**config.mk**
```make
export PLATFORM = sky130hd
export DESIGN_NAME = rice_core_execute_stage
export DESIGN_NICKNAME = d
export VERILOG_FILES = /design/src/rtl/rice_core_pkg.sv /design/src/rtl/rice_core_alu.sv /design/src/rtl/rice_core_execute_stage.sv
export SDC_FILE = /design/constraint.sdc
export NUM_CORES = 1
export LEC_CHECK = 0
export CORE_MARGIN = 1.5
export CORE_UTILIZATION = 45
export DETAILED_ROUTE_END_ITERATION = 7
export PLACE_DENSITY = 0.78
export SETUP_SLACK_MARGIN = 0.2
export SYNTH_ARGS = -nofsm -noshare
export SYNTH_HDL_FRONTEND = slang
export SYNTH_SLANG_ARGS = --single-unit
```
**constraint.sdc**
```tcl
create_clock -name i_clk -period 2.2 [get_ports i_clk]
set_input_delay 0.44 -clock i_clk [delete_from_list [all_inputs] [get_ports i_clk]]
set_output_delay 0.44 -clock i_clk [all_outputs]
set_load 0.05 [all_outputs]
```
**src/rtl/rice_core_pkg.sv**
```systemverilog
// Shared types for the rice core: ALU command encoding and operand source selects.
package rice_core_pkg;

    typedef struct packed {
        logic [3:0] op;
        logic       a_pc;   // operand A = pc instead of rs1
        logic       b_imm;  // operand B = imm instead of rs2
    } rice_core_alu_operation;

    localparam logic [3:0] AluAdd  = 4'd0;
    localparam logic [3:0] AluSub  = 4'd1;
    localparam logic [3:0] AluSll  = 4'd2;
    localparam logic [3:0] AluSlt  = 4'd3;
    localparam logic [3:0] AluSltu = 4'd4;
    localparam logic [3:0] AluXor  = 4'd5;
    localparam logic [3:0] AluSrl  = 4'd6;
    localparam logic [3:0] AluSra  = 4'd7;
    localparam logic [3:0] AluOr   = 4'd8;
    localparam logic [3:0] AluAnd  = 4'd9;
    localparam logic [3:0] AluPassB = 4'd10;

endpackage

```
**src/rtl/rice_core_alu.sv**
```systemverilog
// Combinational integer ALU with pc/rs1 and imm/rs2 operand selection.
module rice_core_alu
    import rice_core_pkg::*;
#(
    parameter int unsigned XLEN = 32
) (
    input  logic [XLEN-1:0]       i_pc,
    input  logic [XLEN-1:0]       i_rs1_value,
    input  logic [XLEN-1:0]       i_rs2_value,
    input  logic [XLEN-1:0]       i_imm_value,
    input  rice_core_alu_operation i_alu_operation,
    output logic [XLEN-1:0]       o_result
);

    localparam int unsigned ShW = $clog2(XLEN);

    logic [XLEN-1:0] op_a;
    logic [XLEN-1:0] op_b;
    logic [ShW-1:0]  shamt;

    assign op_a  = i_alu_operation.a_pc  ? i_pc        : i_rs1_value;
    assign op_b  = i_alu_operation.b_imm ? i_imm_value : i_rs2_value;
    assign shamt = op_b[ShW-1:0];

    always_comb begin
        o_result = '0;
        case (i_alu_operation.op)
            AluAdd:   o_result = op_a + op_b;
            AluSub:   o_result = op_a - op_b;
            AluSll:   o_result = op_a << shamt;
            AluSlt:   o_result = {{(XLEN-1){1'b0}}, $signed(op_a) < $signed(op_b)};
            AluSltu:  o_result = {{(XLEN-1){1'b0}}, op_a < op_b};
            AluXor:   o_result = op_a ^ op_b;
            AluSrl:   o_result = op_a >> shamt;
            AluSra:   o_result = $unsigned($signed(op_a) >>> shamt);
            AluOr:    o_result = op_a | op_b;
            AluAnd:   o_result = op_a & op_b;
            AluPassB: o_result = op_b;
            default:  o_result = '0;
        endcase
    end

endmodule

```
**src/rtl/rice_core_execute_stage.sv**
```systemverilog
// Execute stage: ALU, branch resolution and a one-entry registered output with
// valid/ready handshakes on both sides and a one-cycle redirect pulse.
module rice_core_execute_stage
    import rice_core_pkg::*;
#(
    parameter int unsigned XLEN = 32
) (
    input  logic                   i_clk,
    input  logic                   i_rst_n,
    input  logic                   i_valid,
    output logic                   o_ready,
    input  logic [XLEN-1:0]        i_pc,
    input  logic [XLEN-1:0]        i_rs1_value,
    input  logic [XLEN-1:0]        i_rs2_value,
    input  logic [XLEN-1:0]        i_imm_value,
    input  rice_core_alu_operation i_alu_operation,
    input  logic [4:0]             i_rd,
    input  logic                   i_rd_write,
    input  logic [2:0]             i_branch_op,
    input  logic                   i_jump_rs1,
    input  logic                   i_flush,
    output logic                   o_valid,
    input  logic                   i_ready,
    output logic [4:0]             o_rd,
    output logic                   o_rd_write,
    output logic [XLEN-1:0]        o_result,
    output logic                   o_flush,
    output logic [XLEN-1:0]        o_flush_pc,
    output logic                   o_misaligned
);

    localparam logic [2:0] BrNone = 3'd0;
    localparam logic [2:0] BrEq   = 3'd1;
    localparam logic [2:0] BrNe   = 3'd2;
    localparam logic [2:0] BrLt   = 3'd3;
    localparam logic [2:0] BrGe   = 3'd4;
    localparam logic [2:0] BrLtu  = 3'd5;
    localparam logic [2:0] BrGeu  = 3'd6;
    localparam logic [2:0] BrJump = 3'd7;

    logic [XLEN-1:0] alu_result;
    logic [XLEN-1:0] pc_target;
    logic [XLEN-1:0] rs1_target;
    logic [XLEN-1:0] target;
    logic            taken;
    logic            is_jump;
    logic            accept;

    logic            valid_q, valid_d;
    logic [4:0]      rd_q, rd_d;
    logic            rd_write_q, rd_write_d;
    logic [XLEN-1:0] result_q, result_d;
    logic            flush_q, flush_d;
    logic [XLEN-1:0] flush_pc_q, flush_pc_d;
    logic            misaligned_q, misaligned_d;

    rice_core_alu #(
        .XLEN(XLEN)
    ) u_alu (
        .i_pc           (i_pc),
        .i_rs1_value    (i_rs1_value),
        .i_rs2_value    (i_rs2_value),
        .i_imm_value    (i_imm_value),
        .i_alu_operation(i_alu_operation),
        .o_result       (alu_result)
    );

    assign is_jump    = (i_branch_op == BrJump);
    assign pc_target  = i_pc + i_imm_value;
    assign rs1_target = i_rs1_value + i_imm_value;
    assign target     = (is_jump && i_jump_rs1) ? {rs1_target[XLEN-1:1], 1'b0} : pc_target;

    always_comb begin
        taken = 1'b0;
        case (i_branch_op)
            BrNone:  taken = 1'b0;
            BrEq:    taken = (i_rs1_value == i_rs2_value);
            BrNe:    taken = (i_rs1_value != i_rs2_value);
            BrLt:    taken = ($signed(i_rs1_value) <  $signed(i_rs2_value));
            BrGe:    taken = ($signed(i_rs1_value) >= $signed(i_rs2_value));
            BrLtu:   taken = (i_rs1_value <  i_rs2_value);
            BrGeu:   taken = (i_rs1_value >= i_rs2_value);
            BrJump:  taken = 1'b1;
            default: taken = 1'b0;
        endcase
    end

    // The redirect cycle blocks accept so no wrong-path instruction slips in.
    assign o_ready = !i_flush && !flush_q && (!valid_q || i_ready);
    assign accept  = i_valid && o_ready;

    always_comb begin
        valid_d      = valid_q;
        rd_d         = rd_q;
        rd_write_d   = rd_write_q;
        result_d     = result_q;
        flush_d      = 1'b0;
        flush_pc_d   = flush_pc_q;
        misaligned_d = misaligned_q;

        if (accept) begin
            valid_d      = 1'b1;
            rd_d         = i_rd;
            rd_write_d   = i_rd_write;
            result_d     = is_jump ? (i_pc + XLEN'(4)) : alu_result;
            misaligned_d = taken && target[1];
            flush_d      = taken && !target[1];
            if (taken) begin
                flush_pc_d = target;
            end
        end else if (valid_q && i_ready) begin
            valid_d      = 1'b0;
            misaligned_d = 1'b0;
        end

        // A kill also completes any coincident downstream transfer.
        if (i_flush) begin
            valid_d      = 1'b0;
            flush_d      = 1'b0;
            misaligned_d = 1'b0;
        end
    end

    always_ff @(posedge i_clk or negedge i_rst_n) begin
        if (!i_rst_n) begin
            valid_q      <= 1'b0;
            rd_q         <= '0;
            rd_write_q   <= 1'b0;
            result_q     <= '0;
            flush_q      <= 1'b0;
            flush_pc_q   <= '0;
            misaligned_q <= 1'b0;
        end else begin
            valid_q      <= valid_d;
            rd_q         <= rd_d;
            rd_write_q   <= rd_write_d;
            result_q     <= result_d;
            flush_q      <= flush_d;
            flush_pc_q   <= flush_pc_d;
            misaligned_q <= misaligned_d;
        end
    end

    assign o_valid      = valid_q;
    assign o_rd         = rd_q;
    assign o_rd_write   = rd_write_q;
    assign o_result     = result_q;
    assign o_flush      = flush_q;
    assign o_flush_pc   = flush_pc_q;
    assign o_misaligned = misaligned_q;

endmodule

```
==> results of run 1 <==
## per-stage QoR
step | area [sq um] | setup WS, ps | cells
2_1_floorplan | 18100 | -1930 | 2443
3_3_place_gp | 27600 | -1990 | 3985
3_5_place_dp | 27600 | -2110 | 3985
4_1_cts | 30600 | -1330 | 4102
## cell families after synthesis
family / count (synthesis) / share of synthesized area
AO/OA/AOI/OAI: 878 / 0.337
XOR/XNOR: 86 / 0.0439
adder cells (fa/ha/maj): 195 / 0.144
buffers and inverters: 298 / 0.0699
flip-flops: 73 / 0.107
multiplexers: 168 / 0.102
AND/OR/NAND/NOR: 745 / 0.197
## cell usage after synthesis (all sizes together), types with 9 or more instances
| cell | number |
|---|---|
| and3 | 24 |
| a221o | 13 |
| a221oi | 25 |
| a2111oi | 9 |
| nand2b | 25 |
| xnor2 | 56 |
| o2111ai | 15 |
| mux2i | 146 |
| a31oi | 37 |
| dfrtp | 73 |
| o21ai | 197 |
| o22ai | 30 |
| nor4 | 14 |
| o211ai | 44 |
| a22oi | 26 |
| or3 | 12 |
| clkbuf | 88 |
| a21o | 42 |
| o21bai | 19 |
| xor2 | 30 |
| nor3 | 52 |
| nand2 | 269 |
| mux2 | 21 |
| nand3 | 45 |
| o31ai | 26 |
| a211oi | 49 |
| o221ai | 16 |
| inv | 152 |
| nor2b | 18 |
| buf | 58 |
| a21oi | 221 |
| nand4 | 31 |
| a211o | 12 |
| ha | 191 |
| nor2 | 216 |
| o21a | 15 |
## layer usage
| layer | track usage | overflow |
|---|---|---|
| met4 | 0.639 | 6 |
| met2 | 0.864 | 5 |
| met5 | 0.234 | 0 |
| met3 | 0.450 | 1 |
| met1 | 0.703 | 0 |
## what timing repair did
action	CTS
cloned	7
setup buffers	94
setup endpoints to repair	100
resized for setup	607
pin swaps	171
==> results.yml, run 1 <==
status:
  run_status: "aborted with a tool error"
  stop_stage: "global routing"
  toolErrorMsg: "[ERROR GRT-0116] Global routing finished with congestion. Check the congestion regions in the DRC Viewer."
synth:
  most_used_flip_flop_cell_after_synthesis: "sky130_fd_sc_hd__dfrtp_1"
  synth_seq_area_share: 0.107
  synth_area_sq_um: 17200
  post-synth-top-area-fraction: 0.139
  count_of_flip_flops_with_a_built_in_enable_after_synthesis: 0
  mean_instance_size_in_the_synthesized_netlist_sq_um: 7.02
  asyncSetResetFlopFracSynth: 1.00
  ys_seq_elements: 73
  net_count_after_synthesis: 2787
  synthDominantAreaCellType: "sky130_fd_sc_hd__ha_1"
  yosysWarningCount: 0
  yosys-top-cells-area: "sky130_fd_sc_hd__ha_1 14%, sky130_fd_sc_hd__dfrtp_1 11%, sky130_fd_sc_hd__mux2i_1 8.2%"
  synth.distinct_cells: 91
  syn-instance-count: 2443
clock_network:
  maximum_clock_path_buffer_count: 2
  htree_num_levels: 3
  cts.sinks: 73
  postCtsHoldBufs: 0
  clockRootBuffer: "sky130_fd_sc_hd__clkbuf_16"
  cts_made_buffers: 9
floorplanning:
  initial_core_util: 0.456
  floorplan.die.height_um: 198
  rows: 71
  die_x_um: 198
  io-pin-count: 223
global_route:
  overall_global_routing_resource_usage: 0.673
  largest_net_degree_at_the_start_of_global_routing: 80
  overflow: 12
  first_global_vias: 30500
  global_route_wire_length_before_repair_um: 196000
placement:
  hpwl_um: 80900
  portBuffers: 222
  globalplace.congestion: 1.18
==> run 2: changes to the inputs <==
Settings changed: CORE_UTILIZATION 45 to 30, PLACE_DENSITY 0.78 to not set, PLACE_DENSITY_LB_ADDON set to 0.15, SETUP_SLACK_MARGIN 0.2 to not set.
==> run 2 against run 1 <==
  * The flow now finishes, with violations (negative setup slack)
  * Area after synthesis did not move
  * Synthesized cell count unchanged
==> results.yml, run 2 <==
synth:
  synth_area_sq_um: 17200
  post-synth-top-count-cell: "sky130_fd_sc_hd__nand2_1"
  synthDominantAreaCellType: "sky130_fd_sc_hd__ha_1"
  asyncSetResetFlopFracSynth: 1.00
  count_of_flip_flops_with_a_built_in_enable_after_synthesis: 0
  mean_instance_size_in_the_synthesized_netlist_sq_um: 7.02
  synth_seq_area_share: 0.107
  net_count_after_synthesis: 2787
  yosysWarningCount: 0
  ys_seq_elements: 73
  post-synth-top-area-fraction: 0.139
  yosys-top-cells-count: "269 x sky130_fd_sc_hd__nand2_1, 220 x sky130_fd_sc_hd__a21oi_1, 216 x sky130_fd_sc_hd__nor2_1"
  most_used_flip_flop_cell_after_synthesis: "sky130_fd_sc_hd__dfrtp_1"
  yosys-top-cells-area: "sky130_fd_sc_hd__ha_1 14%, sky130_fd_sc_hd__dfrtp_1 11%, sky130_fd_sc_hd__mux2i_1 8.2%"
  synth.distinct_cells: 91
  syn-instance-count: 2443
finish:
  mostFrequentLayoutCell: "sky130_fd_sc_hd__buf_4"
  drive_gt1_frac: 0.466
  layout.cells.most_common_list: "997 x sky130_fd_sc_hd__buf_4, 234 x sky130_fd_sc_hd__nand2_1, 201 x sky130_fd_sc_hd__nor2_1"
  postLayoutCoreUtil: 0.569
  final_cell_count_no_fill: 4421
  final_layout_net_count: 4003
  layout-area-overhead-vs-synth_pct: 87.5
floorplanning:
  floorplan.die.height_um: 242
  core-area_sq_um: 56500
  die_area_sq_um: 58600
  initial_core_util: 0.304
  io-pin-count: 223
  die_x_um: 242
  rows: 87
placement:
  portBuffers: 222
  place_inst: 4306
  globalplace.congestion: 1.01
  hpwl_um: 94600
clock_network:
  clockRootBuffer: "sky130_fd_sc_hd__clkbuf_16"
  clk_latency_ps: 410
  cts_made_buffers: 9
  tritoncts: "done"
  cts.sinks: 73
  htree_num_levels: 3
  clkTransAtPathRegs_ps: 80
  maximum_clock_path_buffer_count: 2
timing:
  final.min_clock_period_ps: 3550
  fmax_mhz: 282
  finClkSkew_ps: 17.3
  unrepaired_setup_endpoints_after_global_routing: "true"
  tightestPinTransition_ps: 818
  report.final.setup_viol: 66
  timing.final.crit_share: 1.61
  setup_tns_ps: -52980
  post-route-worst-setup-slack_ps: -1350
  maxSlewHeadroom: 0.455
  finalMaxSlewViolations: 0
  final_hold_viol_count: 0
  fin_hold_ws_ps: 20.9
drt:
  drt-pass1-iter-count: 6
  route.vias.total: 25000
  drt.antenna.violating_nets: 0
  first_iter_violations: 2294
  avgViaCountPerCell: 5.67
  detail_route.wl_per_cell_um: 25.9
  drc_errors: 0
  detailed_route_wire_length_um: 115000
global_route:
  first_global_vias: 24600
  antenna_found_initial: 7
  global_route_wire_length_before_repair_um: 164000
  largest_net_degree_at_the_start_of_global_routing: 80
  overall_global_routing_resource_usage: 0.375
  overflow: 0
status:
  violations: "negative setup slack"
  run_status: "finished with violations"
power_and_ir_drop:
  sw_frac_of_total: 0.501
  power.clock.fraction: 0.096
  pwr-share-seq: 0.129
  power.static_leakage_nw: 14.8
  power.combinational.fraction: 0.775
  power_density_nw_per_um2: 504
  switching_power_mw: 8.11
  ir_worst_vdd_mv: 0.581
  power.internal_mw: 8.08
  total_power_mw: 16.2
setup_path:
  ff2ff_setup_slack_ps: -800
  arrival_ps: 3890
  worst-r2r-cell-count: 12
  path_buf_inv: 4
  worst_setup_path_end_kind: "register"
  crit_path_top_delay_cell: "sky130_fd_sc_hd__or4_4"
  setup.worst_path.class: "in2reg"
  worst_path_largest_cell_delay_ps: 480
  worst_r2r_startpoint: "o_valid"
  worstReg2RegEnd: "o_result[30]"
  worst_ep_required_time_ps: 2540
  path_cells: "buf_16 -> buf_4 -> mux2i_4 -> buf_4 -> ha_4 -> buf_6 -> o21ai_0 -> nand2b_1 -> a31oi_4 -> or4_4 -> a31oi_4 -> a41oi_4 -> o41a_1 -> or4_1 -> o211a_1 -> o211ai_2"
  timing.critical_path.max_delay_family: "compound AO/OA/AOI/OAI gates"
  startpoint_types: "primary input"
  crit_fanout: 6
run:
  cap_viol_max_count: 0
min_path:
  hold_class: "in2async"
==> run 2: logic make-up (layout without fill, tap and decap cells) <==
kind of cell | after synthesis | in the layout | synth area share
flip-flops | 73 | 73 | 0.107
XOR/XNOR | 86 | 86 | 0.0439
AO/OA/AOI/OAI | 878 | 878 | 0.337
adder cells (fa/ha/maj) | 195 | 195 | 0.144
multiplexers | 168 | 168 | 0.102
other | 0 | 1 | 0
buffers and inverters | 298 | 1519 | 0.0699
AND/OR/NAND/NOR | 745 | 745 | 0.197
==> run 2: how the worst max path moves through the flow <==
stage / slack (ps) / start / cells after the start / to
final: -1350 / i_alu_operation[1] / 16 / o_result[31]
after global routing: -1450 / i_alu_operation[1] / 18 / o_result[24]
after CTS: -1410 / i_alu_operation[1] / 17 / o_result[30]
after detailed placement: -2250 / i_pc[0] / 15 / o_result[30]
after global placement: -2290 / i_pc[0] / 15 / o_result[30]
after floorplan: -1930 / i_alu_operation[0] / 18 / o_result[28]
==> run 2: area by class of cell <==
cell class | instances | area [sq um]
sequential | 73 | 1830
antenna | 1 | 2.50
clock inverter | 6 | 42.5
fill | 5337 | 24300
inverter | 152 | 601
tap | 756 | 946
multi-input combinational | 2072 | 17200
clock buffer | 10 | 229
timing repair buffer | 1351 | 11300
==> run 2: stage by stage <==
stage / worst slack (ps) / instance area [sq um]
after detailed placement: -2250 / 28400
after global routing: -1450 / 32200
after CTS: -1410 / 30900
after floorplan: -1930 / 18100
final: -1350 / 32200
after global placement: -2290 / 28400
==> run 2: power by group through the flow <==
stage	Clock (mW)	Combinational, mW	Sequential [mW]
floorplan	0	4.13	3.35
global placement	0	10.9	2.04
global route	1.61	13.2	2.12
finish	1.55	12.5	2.09
CTS	1.58	11.8	2.04
detailed placement	0	11.0	2.06
==> run 2: what timing repair did <==
item,4_1_cts,5_1_grt
endpoints found under the hold margin,0,0
setup endpoints to repair,67,67
hold buffers,0,0
pin swaps,148,171
resized for setup,609,357
setup buffers,51,55
gates cloned,4,3
==> run 2: routing by layer <==
layer | track usage | vias up | wire length, um
li1 | - | 11500 | -
met1 | 0.482 | 12200 | 48400
met2 | 0.614 | 1081 | 51900
met3 | 0.0599 | 257 | 8110
met4 | 0.168 | 10 | 6120
met5 | 0 | - | 66
No activity file was read; power rests on OpenSTA's default activity.
==> run 3: changes to the inputs <==
Settings changed: CAP_MARGIN set to 25, CELL_PAD_IN_SITES_DETAIL_PLACEMENT set to 1, CELL_PAD_IN_SITES_GLOBAL_PLACEMENT set to 1.
==> run 3 against run 2 <==
  * The run still ends with negative setup slack left
  * Sequential share of layout area is 0.074 points lower
  * Count of clock-buffer cells in the layout is 1 higher
  * Clock skew is 5.6 ps lower
  * Routed wire length is 13% higher
  * Cell area is 1.3% higher
  * Total power is 4.1% higher
  * Cell count is 0.14% higher
  * Register-to-register slack better by 300 ps
  * Critical path depth is 4 higher
  * Sequential power hardly changed
  * Global-route usage is 3.2 points higher
  * Highest routed layer is now met4
==> results.yml, run 3 (synthesized netlist as in run 2, its figures left out) <==
floorplanning:
  core-area_sq_um: 56500
  die_area_sq_um: 58600
  io-pin-count: 223
  die_x_um: 242
  floorplan.die.height_um: 242
  initial_core_util: 0.304
  rows: 87
timing:
  post-route-worst-setup-slack_ps: -1400
  finClkSkew_ps: 11.7
  unrepaired_setup_endpoints_after_global_routing: "true"
  fmax_mhz: 278
  report.final.setup_viol: 66
  fin_hold_ws_ps: 18.1
  timing.final.crit_share: 1.64
  tightestPinTransition_ps: 865
  maxSlewHeadroom: 0.423
  final.min_clock_period_ps: 3600
  finalMaxSlewViolations: 0
  final_hold_viol_count: 0
setup_path:
  worst-r2r-cell-count: 11
  timing.critical_path.to: "o_result[28]"
  worst_ep_required_time_ps: 2490
  setup.worst_path.class: "in2reg"
  startpoint_types: "primary input"
  worstSetupStartpoint: "i_alu_operation[0]"
  crit_fanout: 6
  ff2ff_setup_slack_ps: -500
  worst_setup_path_end_kind: "register"
  worstReg2RegEnd: "o_result[30]"
  worst_r2r_startpoint: "o_valid"
  arrival_ps: 3890
power_and_ir_drop:
  power_density_nw_per_um2: 517
  pwr-share-seq: 0.123
  power.internal_mw: 8.22
  power.combinational.fraction: 0.780
  sw_frac_of_total: 0.512
  switching_power_mw: 8.63
  power.static_leakage_nw: 14.8
  total_power_mw: 16.9
  power.clock.fraction: 0.096
  ir_worst_vdd_mv: 0.601
finish:
  drive_gt1_frac: 0.477
  postLayoutCoreUtil: 0.577
  mostFrequentLayoutCell: "sky130_fd_sc_hd__buf_4"
  antenna_cells: 0
  layout-area-overhead-vs-synth_pct: 90.0
  layout.cells.most_common_list: "995 x sky130_fd_sc_hd__buf_4, 236 x sky130_fd_sc_hd__nand2_1, 195 x sky130_fd_sc_hd__nor2_1"
  final_layout_net_count: 4010
  fin_area_sq_um: 32600
drt:
  route.vias.total: 26500
  drt.antenna.violating_nets: 0
  drc_errors: 0
  drt-pass1-iter-count: 6
  detailed_route_wire_length_um: 130000
  detail_route.wl_per_cell_um: 29.4
  avgViaCountPerCell: 5.99
  first_iter_violations: 2243
min_path:
  hold_class: "in2async"
placement:
  place_area_sq_um: 28300
  portBuffers: 222
  globalplace.congestion: 1.05
  place_ws_ps: -2230
  hpwl_um: 100000
clock_network:
  clockRootBuffer: "sky130_fd_sc_hd__clkbuf_16"
  clk_latency_ps: 410
  cts_made_buffers: 9
  tritoncts: "done"
  postCtsHoldBufs: 0
  cts.sinks: 73
  maximum_clock_path_buffer_count: 2
  clkTransAtPathRegs_ps: 80
  htree_num_levels: 3
global_route:
  overflow: 0
  largest_net_degree_at_the_start_of_global_routing: 79
  antenna_found_initial: 1
  global_route_wire_length_before_repair_um: 179000
  first_global_vias: 27100
  overall_global_routing_resource_usage: 0.406
status:
  violations: "negative setup slack"
  run_status: "finished with violations"
run:
  cap_viol_max_count: 0
run 3: power groups by stage:
stage / clock, mW / combinational, mW / sequential, mW
after floorplan: 0 / 4.13 / 3.35
after global placement: 0 / 10.9 / 2.04
after detailed placement: 0 / 11.1 / 2.06
after CTS: 1.63 / 12.0 / 2.03
after global routing: 1.67 / 13.7 / 2.10
final: 1.62 / 13.2 / 2.08
run 3: layer usage:
layer,up-vias,part of all wire,track usage
li1,11500,-,-
met1,13200,0.40,0.502
met3,471,0.071,0.0552
met2,1269,0.46,0.683
met5,-,0,0
met4,0,0.074,0.217
run 3: final cells by class:
cell class              count  area, sq um
repair buffers           1358        11400
multi-input cells        2072        17500
flip-flops and latches     73         1830
clock buffers              11          243
well taps                 756          946
fillers                  6726        23900
clock inverters             5         38.8
inverters                 152          606
run 3: what timing repair did:
action / 4_1_cts / 5_1_grt
setup endpoints to repair: 66 / 67
gates resized for setup: 537 / 453
setup buffers: 57 / 61
pin swaps: 83 / 165
gates cloned: 3 / 6
run 3: how the worst min path moves through the flow:
stage | from | slack, ps | to
4_1_cts | i_rst_n | 30 | o_flush_pc[28]
3_3_place_gp | i_rst_n | 440 | o_flush_pc[28]
5_1_grt | i_rst_n | 50 | o_flush_pc[28]
6_report | i_rst_n | 20 | o_flush_pc[28]
2_1_floorplan | i_rst_n | 140 | o_flush
3_5_place_dp | o_flush_pc[1] | 450 | o_flush_pc[1]
run 3: worst max-delay path: stages:
cell and delay (ps):
sky130_fd_sc_hd__buf_12 80, sky130_fd_sc_hd__buf_4 150, sky130_fd_sc_hd__mux2i_4 270, sky130_fd_sc_hd__inv_2 80, sky130_fd_sc_hd__buf_6 120, sky130_fd_sc_hd__buf_12 130
sky130_fd_sc_hd__buf_16 140, sky130_fd_sc_hd__buf_2 180, sky130_fd_sc_hd__buf_4 150, sky130_fd_sc_hd__mux2i_1 140, sky130_fd_sc_hd__mux2i_1 210, sky130_fd_sc_hd__buf_4 150
sky130_fd_sc_hd__mux2i_1 80, sky130_fd_sc_hd__buf_4 170, sky130_fd_sc_hd__o211ai_1 360, sky130_fd_sc_hd__nand3_1 230, sky130_fd_sc_hd__a211o_1 380, sky130_fd_sc_hd__a211oi_1 190
sky130_fd_sc_hd__buf_4 150, sky130_fd_sc_hd__o21ai_2 50
run 3: through the flow:
stage	setup TNS [ps]	instances
floorplan	-55400	2443
global placement	-107630	4296
detailed placement	-113600	4296
CTS	-57830	4370
global route	-65240	4427
finish	-58690	4427
